$ cat src/rtl/tero_pkg.sv
// -----------------------------------------------------------------------------
// tero_pkg
// Shared types and helpers for the TERO response builder.
//   - tero_resp_state_t : response builder FSM states
//   - TERO_* defaults   : default loop count, repetition bits, counter width
//   - helper functions  : derive averaging shift, pair count and index widths
//                         from the loop count / repetition bits
// -----------------------------------------------------------------------------
package tero_pkg;

  localparam int TERO_NUM_LOOPS        = 4;
  localparam int TERO_REPETITIONS_BITS = 13;
  localparam int TERO_COUNT_BITS       = 32;

  typedef enum logic [1:0] {
    ST_COLLECT,
    ST_COMPARE,
    ST_PRESENT,
    ST_WAIT_DONE_LOW
  } tero_resp_state_t;

  // The counter holds REPETITIONS x F_i. REPETITIONS = 2**(REPETITIONS_BITS-1),
  // so the per-loop average is a plain right shift.
  function automatic int avg_shift(int repetitions_bits);
    return repetitions_bits - 1;
  endfunction

  function automatic int pair_count(int num_loops);
    return num_loops / 2;
  endfunction

  // Select is one bit wider than strictly needed so out-of-range indices
  // coming from the FSM are visible and can be flagged.
  function automatic int sel_width(int num_loops);
    return $clog2(num_loops - 1) + 1;
  endfunction

  function automatic int idx_width(int num_loops);
    return (num_loops > 1) ? $clog2(num_loops) : 1;
  endfunction

  function automatic int pair_width(int num_loops);
    return (num_loops / 2 > 1) ? $clog2(num_loops / 2) : 1;
  endfunction

endpackage

$ cat src/rtl/tero_response_builder_if.sv
// -----------------------------------------------------------------------------
// tero_response_builder_if
// Response valid/ready channel of the TERO response builder.
//   response        : NUM_LOOPS/2 response bits
//   response_error  : capture problem in the run that produced this response
//   response_valid  : response/response_error valid
//   response_ready  : consumer accepts when high together with valid
// Modports: master = producer (response builder), slave = consumer.
// -----------------------------------------------------------------------------
interface tero_response_builder_if #(
  parameter int NUM_LOOPS = tero_pkg::TERO_NUM_LOOPS
) ();

  logic [NUM_LOOPS/2-1:0] response;
  logic                   response_error;
  logic                   response_valid;
  logic                   response_ready;

  modport master (
    output response,
    output response_error,
    output response_valid,
    input  response_ready
  );

  modport slave (
    input  response,
    input  response_error,
    input  response_valid,
    output response_ready
  );

endinterface

$ cat src/rtl/tero_avg_regfile.sv
// -----------------------------------------------------------------------------
// tero_avg_regfile
// Per-loop average storage with a capture mask.
//   clk, reset_n : clock, asynchronous active-low reset
//   wr_en        : capture wr_count >> AVG_SHIFT into avg[wr_idx], set mask bit
//   wr_idx       : loop index to write (already range-checked by the caller)
//   wr_count     : raw shared counter value
//   mask_clr     : clear the whole capture mask (averages are kept)
//   rd_pair      : pair index for the two combinational read ports
//   rd_even      : avg[2*rd_pair]
//   rd_odd       : avg[2*rd_pair+1]
//   mask         : capture mask, one bit per loop
//   dup          : loop wr_idx has already been captured in this run
// -----------------------------------------------------------------------------
module tero_avg_regfile #(
  parameter int NUM_LOOPS  = 4,
  parameter int COUNT_BITS = 32,
  parameter int AVG_SHIFT  = 12,
  parameter int IDX_W      = 2,
  parameter int PAIR_W     = 1,
  parameter int AVG_BITS   = COUNT_BITS - AVG_SHIFT
) (
  input  logic                  clk,
  input  logic                  reset_n,
  input  logic                  wr_en,
  input  logic [IDX_W-1:0]      wr_idx,
  input  logic [COUNT_BITS-1:0] wr_count,
  input  logic                  mask_clr,
  input  logic [PAIR_W-1:0]     rd_pair,
  output logic [AVG_BITS-1:0]   rd_even,
  output logic [AVG_BITS-1:0]   rd_odd,
  output logic [NUM_LOOPS-1:0]  mask,
  output logic                  dup
);

  logic [AVG_BITS-1:0] avg [NUM_LOOPS];
  logic [IDX_W-1:0]    even_idx;
  logic [IDX_W-1:0]    odd_idx;

  // NOTE: the average array is reset on purpose: the reset state is defined
  // as all-zero averages, which costs flops rather than a RAM macro but keeps
  // the first run after reset deterministic.
  always_ff @(posedge clk or negedge reset_n) begin
    if (!reset_n) begin
      for (int i = 0; i < NUM_LOOPS; i++) begin
        avg[i] <= '0;
      end
      mask <= '0;
    end else begin
      if (mask_clr) begin
        mask <= '0;
      end
      if (wr_en) begin
        // Truncating divide by the repetition count.
        avg[wr_idx]  <= AVG_BITS'(wr_count >> AVG_SHIFT);
        mask[wr_idx] <= 1'b1;
      end
    end
  end

  always_comb begin
    even_idx = IDX_W'(2 * int'(rd_pair));
    odd_idx  = IDX_W'(2 * int'(rd_pair) + 1);
  end

  assign rd_even = avg[even_idx];
  assign rd_odd  = avg[odd_idx];
  assign dup     = mask[wr_idx];

endmodule

$ cat src/rtl/tero_response_builder.sv
// -----------------------------------------------------------------------------
// tero_response_builder
// Captures the shared TERO oscillation counter per loop, averages it, and after
// the evaluation FSM reports done compares adjacent loop pairs to form the PUF
// response, presented over a valid/ready channel.
//   clk                : clock, rising edge
//   reset_n            : asynchronous active-low reset
//   store_response_puf : one-cycle strobe, capture count_in for select_puf
//   select_puf         : loop index of the current strobe
//   count_in           : shared counter value (REPETITIONS x F_i)
//   done_in            : FSM done level, held until start drops
//   rsp (master)       : response / response_error / response_valid /
//                        response_ready
// -----------------------------------------------------------------------------
module tero_response_builder
  import tero_pkg::*;
#(
  parameter int NUM_LOOPS        = TERO_NUM_LOOPS,
  parameter int REPETITIONS_BITS = TERO_REPETITIONS_BITS,
  parameter int COUNT_BITS       = TERO_COUNT_BITS
) (
  input  logic                           clk,
  input  logic                           reset_n,
  input  logic                           store_response_puf,
  input  logic [$clog2(NUM_LOOPS-1):0]   select_puf,
  input  logic [COUNT_BITS-1:0]          count_in,
  input  logic                           done_in,
  tero_response_builder_if.master        rsp
);

  localparam int AVG_SHIFT = avg_shift(REPETITIONS_BITS);
  localparam int AVG_BITS  = COUNT_BITS - AVG_SHIFT;
  localparam int PAIRS     = pair_count(NUM_LOOPS);
  localparam int IDX_W     = idx_width(NUM_LOOPS);
  localparam int PAIR_W    = pair_width(NUM_LOOPS);

  tero_resp_state_t state;
  tero_resp_state_t state_next;

  logic [PAIR_W-1:0]    pair;
  logic [PAIRS-1:0]     response_q;
  logic                 error_q;
  logic                 valid_q;

  // Sticky problem flags of the run being collected.
  logic                 dup_flag;
  logic                 range_flag;
  // Overruns happen after collection ended, so they belong to the next run:
  // overrun_next gathers them, and is handed to overrun_run when that run's
  // done arrives.
  logic                 overrun_next;
  logic                 overrun_run;

  // FSM decoded controls.
  logic                 in_range;
  logic                 store_hit;
  logic                 range_hit;
  logic                 overrun_hit;
  logic                 start_cmp;
  logic                 cmp_en;
  logic                 last_pair;
  logic                 accept;

  // Regfile interface.
  logic [AVG_BITS-1:0]  rd_even;
  logic [AVG_BITS-1:0]  rd_odd;
  logic [NUM_LOOPS-1:0] mask;
  logic                 dup_hit;

  assign in_range = int'(select_puf) < NUM_LOOPS;

  tero_avg_regfile #(
    .NUM_LOOPS  (NUM_LOOPS),
    .COUNT_BITS (COUNT_BITS),
    .AVG_SHIFT  (AVG_SHIFT),
    .IDX_W      (IDX_W),
    .PAIR_W     (PAIR_W)
  ) u_regfile (
    .clk      (clk),
    .reset_n  (reset_n),
    .wr_en    (store_hit),
    .wr_idx   (select_puf[IDX_W-1:0]),
    .wr_count (count_in),
    .mask_clr (accept),
    .rd_pair  (pair),
    .rd_even  (rd_even),
    .rd_odd   (rd_odd),
    .mask     (mask),
    .dup      (dup_hit)
  );

  // ---------------------------------------------------------------------------
  // FSM: state register
  // ---------------------------------------------------------------------------
  // NOTE: every clocked process uses non-blocking assignments so all registers
  // sample the pre-edge values and simulation order cannot change the result.
  always_ff @(posedge clk or negedge reset_n) begin
    if (!reset_n) begin
      state <= ST_COLLECT;
    end else begin
      state <= state_next;
    end
  end

  // ---------------------------------------------------------------------------
  // FSM: next-state logic
  // ---------------------------------------------------------------------------
  // NOTE: combinational outputs get a default before the case so no path
  // leaves them unassigned, which would infer a latch.
  always_comb begin
    state_next = state;
    case (state)
      ST_COLLECT: begin
        if (done_in) begin
          state_next = ST_COMPARE;
        end
      end
      ST_COMPARE: begin
        if (int'(pair) == PAIRS - 1) begin
          state_next = ST_PRESENT;
        end
      end
      ST_PRESENT: begin
        if (rsp.response_ready) begin
          state_next = done_in ? ST_WAIT_DONE_LOW : ST_COLLECT;
        end
      end
      ST_WAIT_DONE_LOW: begin
        if (!done_in) begin
          state_next = ST_COLLECT;
        end
      end
      default: state_next = ST_COLLECT;
    endcase
  end

  // ---------------------------------------------------------------------------
  // FSM: output / control decode
  // ---------------------------------------------------------------------------
  always_comb begin
    store_hit   = 1'b0;
    range_hit   = 1'b0;
    overrun_hit = 1'b0;
    start_cmp   = 1'b0;
    cmp_en      = 1'b0;
    last_pair   = 1'b0;
    accept      = 1'b0;
    case (state)
      ST_COLLECT: begin
        // A store and done in the same cycle: the store is written on this
        // edge and COMPARE reads it from the next cycle on.
        store_hit = store_response_puf & in_range;
        range_hit = store_response_puf & ~in_range;
        start_cmp = done_in;
      end
      ST_COMPARE: begin
        overrun_hit = store_response_puf;
        cmp_en      = 1'b1;
        last_pair   = int'(pair) == PAIRS - 1;
      end
      ST_PRESENT: begin
        overrun_hit = store_response_puf;
        accept      = rsp.response_ready;
      end
      ST_WAIT_DONE_LOW: begin
        overrun_hit = store_response_puf;
      end
      default: ;
    endcase
  end

  // ---------------------------------------------------------------------------
  // Pair counter, response assembly, sticky flags
  // ---------------------------------------------------------------------------
  always_ff @(posedge clk or negedge reset_n) begin
    if (!reset_n) begin
      pair         <= '0;
      response_q   <= '0;
      error_q      <= 1'b0;
      valid_q      <= 1'b0;
      dup_flag     <= 1'b0;
      range_flag   <= 1'b0;
      overrun_next <= 1'b0;
      overrun_run  <= 1'b0;
    end else begin
      if (start_cmp) begin
        pair <= '0;
      end else if (cmp_en) begin
        pair <= pair + 1'b1;
      end

      // Unsigned compare; a tie yields 0.
      if (cmp_en) begin
        response_q[pair] <= rd_even > rd_odd;
      end

      // Error is frozen together with the last pair so both stay stable
      // for the whole time valid is high.
      if (last_pair) begin
        valid_q <= 1'b1;
        error_q <= dup_flag | range_flag | overrun_run | ~&mask;
      end else if (accept) begin
        valid_q <= 1'b0;
      end

      if (store_hit && dup_hit) begin
        dup_flag <= 1'b1;
      end else if (accept) begin
        dup_flag <= 1'b0;
      end

      if (range_hit) begin
        range_flag <= 1'b1;
      end else if (accept) begin
        range_flag <= 1'b0;
      end

      if (start_cmp) begin
        overrun_run  <= overrun_next;
        overrun_next <= 1'b0;
      end else begin
        if (accept) begin
          overrun_run <= 1'b0;
        end
        if (overrun_hit) begin
          overrun_next <= 1'b1;
        end
      end
    end
  end

  assign rsp.response       = response_q;
  assign rsp.response_error = error_q;
  assign rsp.response_valid = valid_q;

endmodule

$ cat src/flat_wrapper.sv
// flat-port wrapper written by rule: the top's interface ports become plain ports
module tero_response_builder_flat import tero_pkg::*;
#(
  parameter int NUM_LOOPS        = TERO_NUM_LOOPS,
  parameter int REPETITIONS_BITS = TERO_REPETITIONS_BITS,
  parameter int COUNT_BITS       = TERO_COUNT_BITS
)
  (clk, reset_n, store_response_puf, select_puf, count_in, done_in, rsp_response, rsp_response_error, rsp_response_valid, rsp_response_ready);
  tero_response_builder_if #(.NUM_LOOPS(NUM_LOOPS)) rsp_i ();
  input  logic clk;
  input  logic reset_n;
  input  logic store_response_puf;
  input  logic [$clog2(NUM_LOOPS-1):0] select_puf;
  input  logic [COUNT_BITS-1:0] count_in;
  input  logic done_in;
  output wire logic [$bits(rsp_i.response)-1:0] rsp_response;
  output wire logic [$bits(rsp_i.response_error)-1:0] rsp_response_error;
  output wire logic [$bits(rsp_i.response_valid)-1:0] rsp_response_valid;
  input wire logic [$bits(rsp_i.response_ready)-1:0] rsp_response_ready;
  assign rsp_response = rsp_i.response;
  assign rsp_response_error = rsp_i.response_error;
  assign rsp_response_valid = rsp_i.response_valid;
  assign rsp_i.response_ready = rsp_response_ready;
  tero_response_builder #(.NUM_LOOPS(NUM_LOOPS), .REPETITIONS_BITS(REPETITIONS_BITS), .COUNT_BITS(COUNT_BITS)) u_core (.clk(clk), .reset_n(reset_n), .store_response_puf(store_response_puf), .select_puf(select_puf), .count_in(count_in), .done_in(done_in), .rsp(rsp_i));
endmodule
$ cat config.mk
export PLATFORM = sky130hd
export DESIGN_NAME = tero_response_builder_flat
export DESIGN_NICKNAME = d
export VERILOG_FILES = /design/src/rtl/tero_pkg.sv /design/src/rtl/tero_response_builder_if.sv /design/src/rtl/tero_avg_regfile.sv /design/src/rtl/tero_response_builder.sv /design/src/flat_wrapper.sv
export SDC_FILE = /design/constraint.sdc
export NUM_CORES = 1
export LEC_CHECK = 0
export BUFFER_PORTS_ARGS = -buffer_cell sky130_fd_sc_hd__buf_2
export CAP_MARGIN = 20
export CORE_MARGIN = 5
export CORE_UTILIZATION = 41
export DETAILED_ROUTE_END_ITERATION = 8
export PLACE_DENSITY = 0.59
export SLEW_MARGIN = 20
export SYNTH_ARGS = -nofsm -noshare
export SYNTH_HDL_FRONTEND = slang
export SYNTH_SLANG_ARGS = --single-unit
$ cat constraint.sdc
create_clock -name clk -period 3.15 [get_ports clk]
set_input_delay 0.63 -clock clk [delete_from_list [all_inputs] [get_ports clk]]
set_output_delay 0.63 -clock clk [all_outputs]
set_load 0.05 [all_outputs]
==> results of run 1 <==
## metal layers
metal | GRT usage | up-vias | part of all wire
met5 | 0 | - | 0
met4 | 0.0520 | 0 | 0.014
met3 | 0.0334 | 9 | 0.035
met2 | 0.226 | 38 | 0.47
met1 | 0.191 | 1343 | 0.49
li1 | - | 1292 | -
## cells in the mapped netlist
cell type,instances
dfrtp_1,95
mux2_2,61
mux2_4,38
nand2_1,21
ha_1,20
mux2i_1,20
o21ai_0,10
a21oi_1,9
a21o_1,7
buf_6,7
nor2_1,7
inv_1,6
nand4_1,4
clkbuf_1,3
nand3_1,3
a22o_1,2
a31oi_1,2
buf_1,2
buf_4,2
nor3_1,2
o22ai_1,2
a2111oi_0,1
a41oi_1,1
inv_2,1
mux2_1,1
mux4_2,1
nand3_2,1
nor2b_1,1
nor3_2,1
nor4_1,1
nor4b_1,1
o2bb2ai_1,1
or4b_4,1
## power groups by stage
stage	clock network [mW]	logic, mW	registers [mW]
floorplan	0	1.85	2.16
global placement	0	2.33	2.20
detailed placement	0	2.37	2.22
CTS	1.17	2.38	2.20
global route	1.22	2.66	2.28
finish	1.13	2.35	2.21
## cell families (layout without fill, tap and decap cells)
logic type / Yosys count / in the layout / synth area share
simple gates: 43 / 43 / 0.0449
compound gates: 35 / 35 / 0.0462
buf+inv: 21 / 64 / 0.0296
flops: 95 / 95 / 0.507
fa+ha+maj: 20 / 20 / 0.0534
mux: 121 / 121 / 0.318
## layout make-up
type / count / area (um2) / area share
clock buffer: 14 / 274 / 0.0515
clock inverter: 2 / 37.5 / 0.00706
inverter: 7 / 26.3 / 0.00494
multi-input combinational: 219 / 2180 / 0.409
sequential: 95 / 2380 / 0.447
tap: 143 / 179 / 0.0337
timing repair buffer: 41 / 245 / 0.0461
## per-stage QoR
stage | util | cells
6_report | 0.470 | 521
5_1_grt | 0.470 | 521
4_1_cts | 0.469 | 521
3_5_place_dp | 0.442 | 505
3_3_place_gp | 0.442 | 505
2_1_floorplan | - | 335
## flip-flops by register name (all words and copies together) (netlist names)
name and count:
u_core.rsp.response 2, u_core.state 2, u_core.u_regfile.avg 80, u_core.pair 1, u_core.overrun_run 1, u_core.rsp.response_error 1
u_core.rsp.response_valid 1, u_core.range_flag 1, u_core.u_regfile.mask 4, u_core.overrun_next 1, u_core.dup_flag 1
## final timing paths
check / startpoint / endpoint / slack (ps) / depth (start not counted)
setup / recovery: u_core.pair / u_core.rsp.response[1] / 260 / 8
hold / removal: reset_n / u_core.overrun_run / 270 / 1
setup reg to reg: u_core.pair / u_core.rsp.response[1] / 260 / 8
hold reg to reg: u_core.rsp.response_error / u_core.rsp.response_error / 480 / 1
max in group asynchronous: reset_n / u_core.u_regfile.avg[36] / 2200 / 2
min in group clk: u_core.rsp.response_error / u_core.rsp.response_error / 480 / 1
## critical path, delay by kind of cell, from the launching register on
family                   cells  cell delay [ps]
AO/OA/AOI/OAI                3             1000
flip-flops                   1              550
multiplexers                 1              350
adder cells (fa/ha/maj)      1              320
AND/OR/NAND/NOR              2              300
buffers and inverters        1              220
## repair_timing
action / CTS / global route
gates resized for setup: 0 / 1
buffers inserted: 0 / 0
setup endpoints to repair: 0 / 2
==> flow_summary.toml, run 1 <==
[worst_setup_path]
max_stage_delay_ps = 590
crit_path_max_fanout = 18
critical_path_class = "flop to flop"
start_kind = "flop"
path_cells = "buf_12 -> mux2_2 -> ha_1 -> nand4_1 -> nor3_1 -> a22o_1 -> a2111oi_1 -> o21ai_0"
cp.arrival_ps = 3090
slowest_stage = "a2111oi_1"
end_kind = "flop"
worstPathRequired_ps = 3340

[die]
core_area_mm2 = 0.0113
io_pins = 44
die_w_um = 117
rows = 39
dieArea_mm2 = 0.0137
die_h_um = 117
start_util = 0.414

[grt]
grt_pass1_wl_um = 14900
grt_pass1_vias = 2945
grt_max_degree = 41
antenna_found_initial = 0
grtUsageTotal = 0.143
grt_remaining_overflow = 0

[synthesis]
netlist-cell-type-count = 33
syn_nets = 395
ys_ff_latch = 95
syn_area_mm2 = 0.00468
netlist_instances = 335
ys_warn_count = 0
seq_area_frac_synth = 0.507
synth_area_leader_cell = "dfrtp_1"
synthTopCellsByArea = "dfrtp_1 (51%), mux2_2 (15%), mux2_4 (12%)"
yosysTopAreaCellShare = 0.507
synth.avg_cell_area_um2 = 14.0

[drt]
ant_nets = 0
drc = 0
vias = 2682
routed_wl_um = 8810
dr.pass1.iters = 5
drt-wirelength-per-cell_um = 16.9
drtIter0Drc = 82
viasPerCell = 5.15

[timing]
fin_tns_setup_ps = 0
finalSetupViolCount = 0
fin_ws_ps = 258
finalCritPeriodShare = 0.918
fmax_mhz = 346
drv_slew = 0
grt_setup_unrepaired = "no"
skew_ps = 3.06
hold_viol_final = 0
relSlewSlack = 0.564
whs_ps = 269
tightest_slew_ps = 652
post-route-min-period_ps = 2890

[power_and_ir_drop]
pwr-share-comb = 0.413
ir_drop_mv = 0.488
seq_power_share = 0.388
switching_share = 0.323
finalPower_mw = 5.68
p_sw_mw = 1.84
leakage_nw = 2.63
clkPwrFrac = 0.198
p_int_mw = 3.84
power.density_mw_per_mm2 = 1070

[outcome]
status = "completed"

[layout]
drive_above_1_share = 0.423
nNetsFinal = 433
fin_area_mm2 = 0.00532
nFillCells = 1030
layout_common_cells = "dfrtp_1 (94), mux2_2 (61), mux2_4 (38)"
syn2layout_area_growth_pct = 13.5
final_common_cell = "dfrtp_1"
antenna_cells = 0

[hold_path]
hold_class = "primary input to async pin"

[cts]
cts-root-buf = "clkbuf_16"
htree_levels = 3
cts_buffers = 9
clk-insertion-delay-late_ps = 340
hold_buffers = 0
clockBufferDepth = 2
cts_tree = "yes"
clk_pin_slew_ps = 60
cts_num_sinks = 95

[place]
io_buffers = 31
dp_slack_ps = 85.8
placed_cell_area_mm2 = 0.00500
hpwl_um = 5790
place_congestion = 0.771

[job]
max_cap_viol_count = 0
Note: power is estimated with default switching activity, not from simulation.
==> inputs of run 2 (changes only) <==
GPL_TIMING_DRIVEN = 0   (was default)
==> flow_summary.toml, run 2 (synthesis gave the netlist of run 1 again) <==
[die]
io_pins = 44
dieArea_mm2 = 0.0137
die_w_um = 117
die_h_um = 117
rows = 39
core_area_mm2 = 0.0113
start_util = 0.414

[place]
place_congestion = 0.751
hpwl_um = 6200
placed_cell_area_mm2 = 0.00505
io_buffers = 31
dp_slack_ps = -378

[hold_path]
hold_class = "primary input to async pin"

[layout]
final_util = 0.474
syn2layout_area_growth_pct = 14.6
drive_above_1_share = 0.432
top_register = "u_core.u_regfile.avg"
nNetsFinal = 438
layout_common_cells = "dfrtp_1 (95), mux2_2 (61), mux2_4 (38)"
largest_reg_flops = 80
largestRegisters = "u_core.u_regfile.avg: 80 flops, u_core.u_regfile.mask: 4 flops"
antenna_cells = 0
fin_area_mm2 = 0.00537
nFillCells = 1027
final_common_cell = "dfrtp_1"

[power_and_ir_drop]
switching_share = 0.331
clkPwrFrac = 0.193
p_sw_mw = 1.89
power.density_mw_per_mm2 = 1060
ir_drop_mv = 0.585
pwr-share-comb = 0.427
leakage_nw = 2.66
seq_power_share = 0.380
p_int_mw = 3.82

[worst_setup_path]
crit_path_max_fanout = 10
critical_path_class = "flop to flop"
worstPathRequired_ps = 3360
end_kind = "flop"
path_buf_inv = 2
cpLargestDelayFamily = "compound AO/OA/AOI/OAI gates"
max_stage_delay_ps = 390
path_cells = "clkbuf_1 -> clkbuf_2 -> mux2_2 -> ha_1 -> nand4_1 -> nor3_1 -> a22o_1 -> a2111oi_2 -> o21ai_0"
cp.arrival_ps = 3150
slowest_stage = "mux2_2"
start_kind = "flop"

[drt]
vias = 2716
ant_nets = 0
drt-wirelength-per-cell_um = 17.2
drtIter0Drc = 112
dr.pass1.iters = 4
routed_wl_um = 9050
viasPerCell = 5.17
drc = 0

[timing]
whs_ps = 179
fmax_mhz = 340
relSlewSlack = 0.739
skew_ps = 4.39
finalSetupViolCount = 0
finalCritPeriodShare = 0.933
fin_ws_ps = 212
post-route-min-period_ps = 2940
drv_slew = 0
fin_tns_setup_ps = 0
tightest_slew_ps = 391
hold_viol_final = 0

[cts]
cts_buffers = 9
post_cts_buffers = 0
cts_num_sinks = 95
htree_levels = 3
cts_tree = "yes"
clk_pin_slew_ps = 60
clk-insertion-delay-late_ps = 340
cts-root-buf = "clkbuf_16"
clockBufferDepth = 2

[grt]
grt_remaining_overflow = 0
grt_max_degree = 62
antenna_found_initial = 0
met3_usage = 0.0375
grtUsageTotal = 0.141
met2_usage = 0.207
grt_pass1_wl_um = 14800
grtUsageMet1 = 0.202
grt_pass1_vias = 2841
busiest_layer = "met2"

[outcome]
status = "completed"

[job]
max_cap_viol_count = 0
==> run 2: cell types whose count changed in the layout (fill, tap and decap cells not counted), sizes merged <==
cell,before,now
clkbuf,14,15
buf,41,43
clkinv,0,1
==> run 2: worst paths after layout <==
| check | start | to | slack (ps) | cells after the start |
|---|---|---|---|---|
| max | u_core.pair | u_core.rsp.response[1] | 210 | 9 |
| min | reset_n | u_core.overrun_next | 180 | 1 |
| max reg2reg | u_core.pair | u_core.rsp.response[1] | 210 | 9 |
| min reg2reg | u_core.rsp.response_valid | u_core.rsp.response_valid | 470 | 2 |
| max in group asynchronous | reset_n | u_core.u_regfile.avg[31] | 2360 | 2 |
| min in group clk | u_core.rsp.response_valid | u_core.rsp.response_valid | 470 | 2 |
==> run 2: power by group through the flow <==
stage,Combinational [mW],Sequential (mW),Clock [mW]
floorplan,1.85,2.16,0
global placement,2.38,2.16,0
detailed placement,2.42,2.18,0
CTS,2.44,2.17,1.13
global route,2.70,2.24,1.19
finish,2.44,2.17,1.10
==> run 2: repair_timing <==
| item | CTS | global route |
|---|---|---|
| hold buffers | 0 | 0 |
| endpoints found under the setup margin | 2 | 2 |
| gates cloned | 0 | 0 |
| resized for setup | 5 | 2 |
==> run 2: cell type report <==
type                    count  area [um2]  area share
well taps                 143         179      0.0333
plain buffers              14         118      0.0219
clock inverters             3        42.5     0.00792
repair buffers             32         189      0.0352
inverters                   7        26.3     0.00489
clock buffers              12         256      0.0478
flip-flops and latches     95        2380       0.443
multi-input cells         219        2180       0.406
==> run 2: metrics by stage <==
step	total power, mW	cells
2_1_floorplan	4.02	335
3_3_place_gp	4.54	509
3_5_place_dp	4.60	510
4_1_cts	5.74	525
5_1_grt	6.13	525
6_report	5.71	525
==> run 2: routing by layer <==
layer	vias up	wire (um)	part of all wire
met4	0	158	0.017
met3	12	378	0.042
met1	1356	4470	0.49
met5	-	0	0
met2	48	4040	0.45
li1	1300	-	-
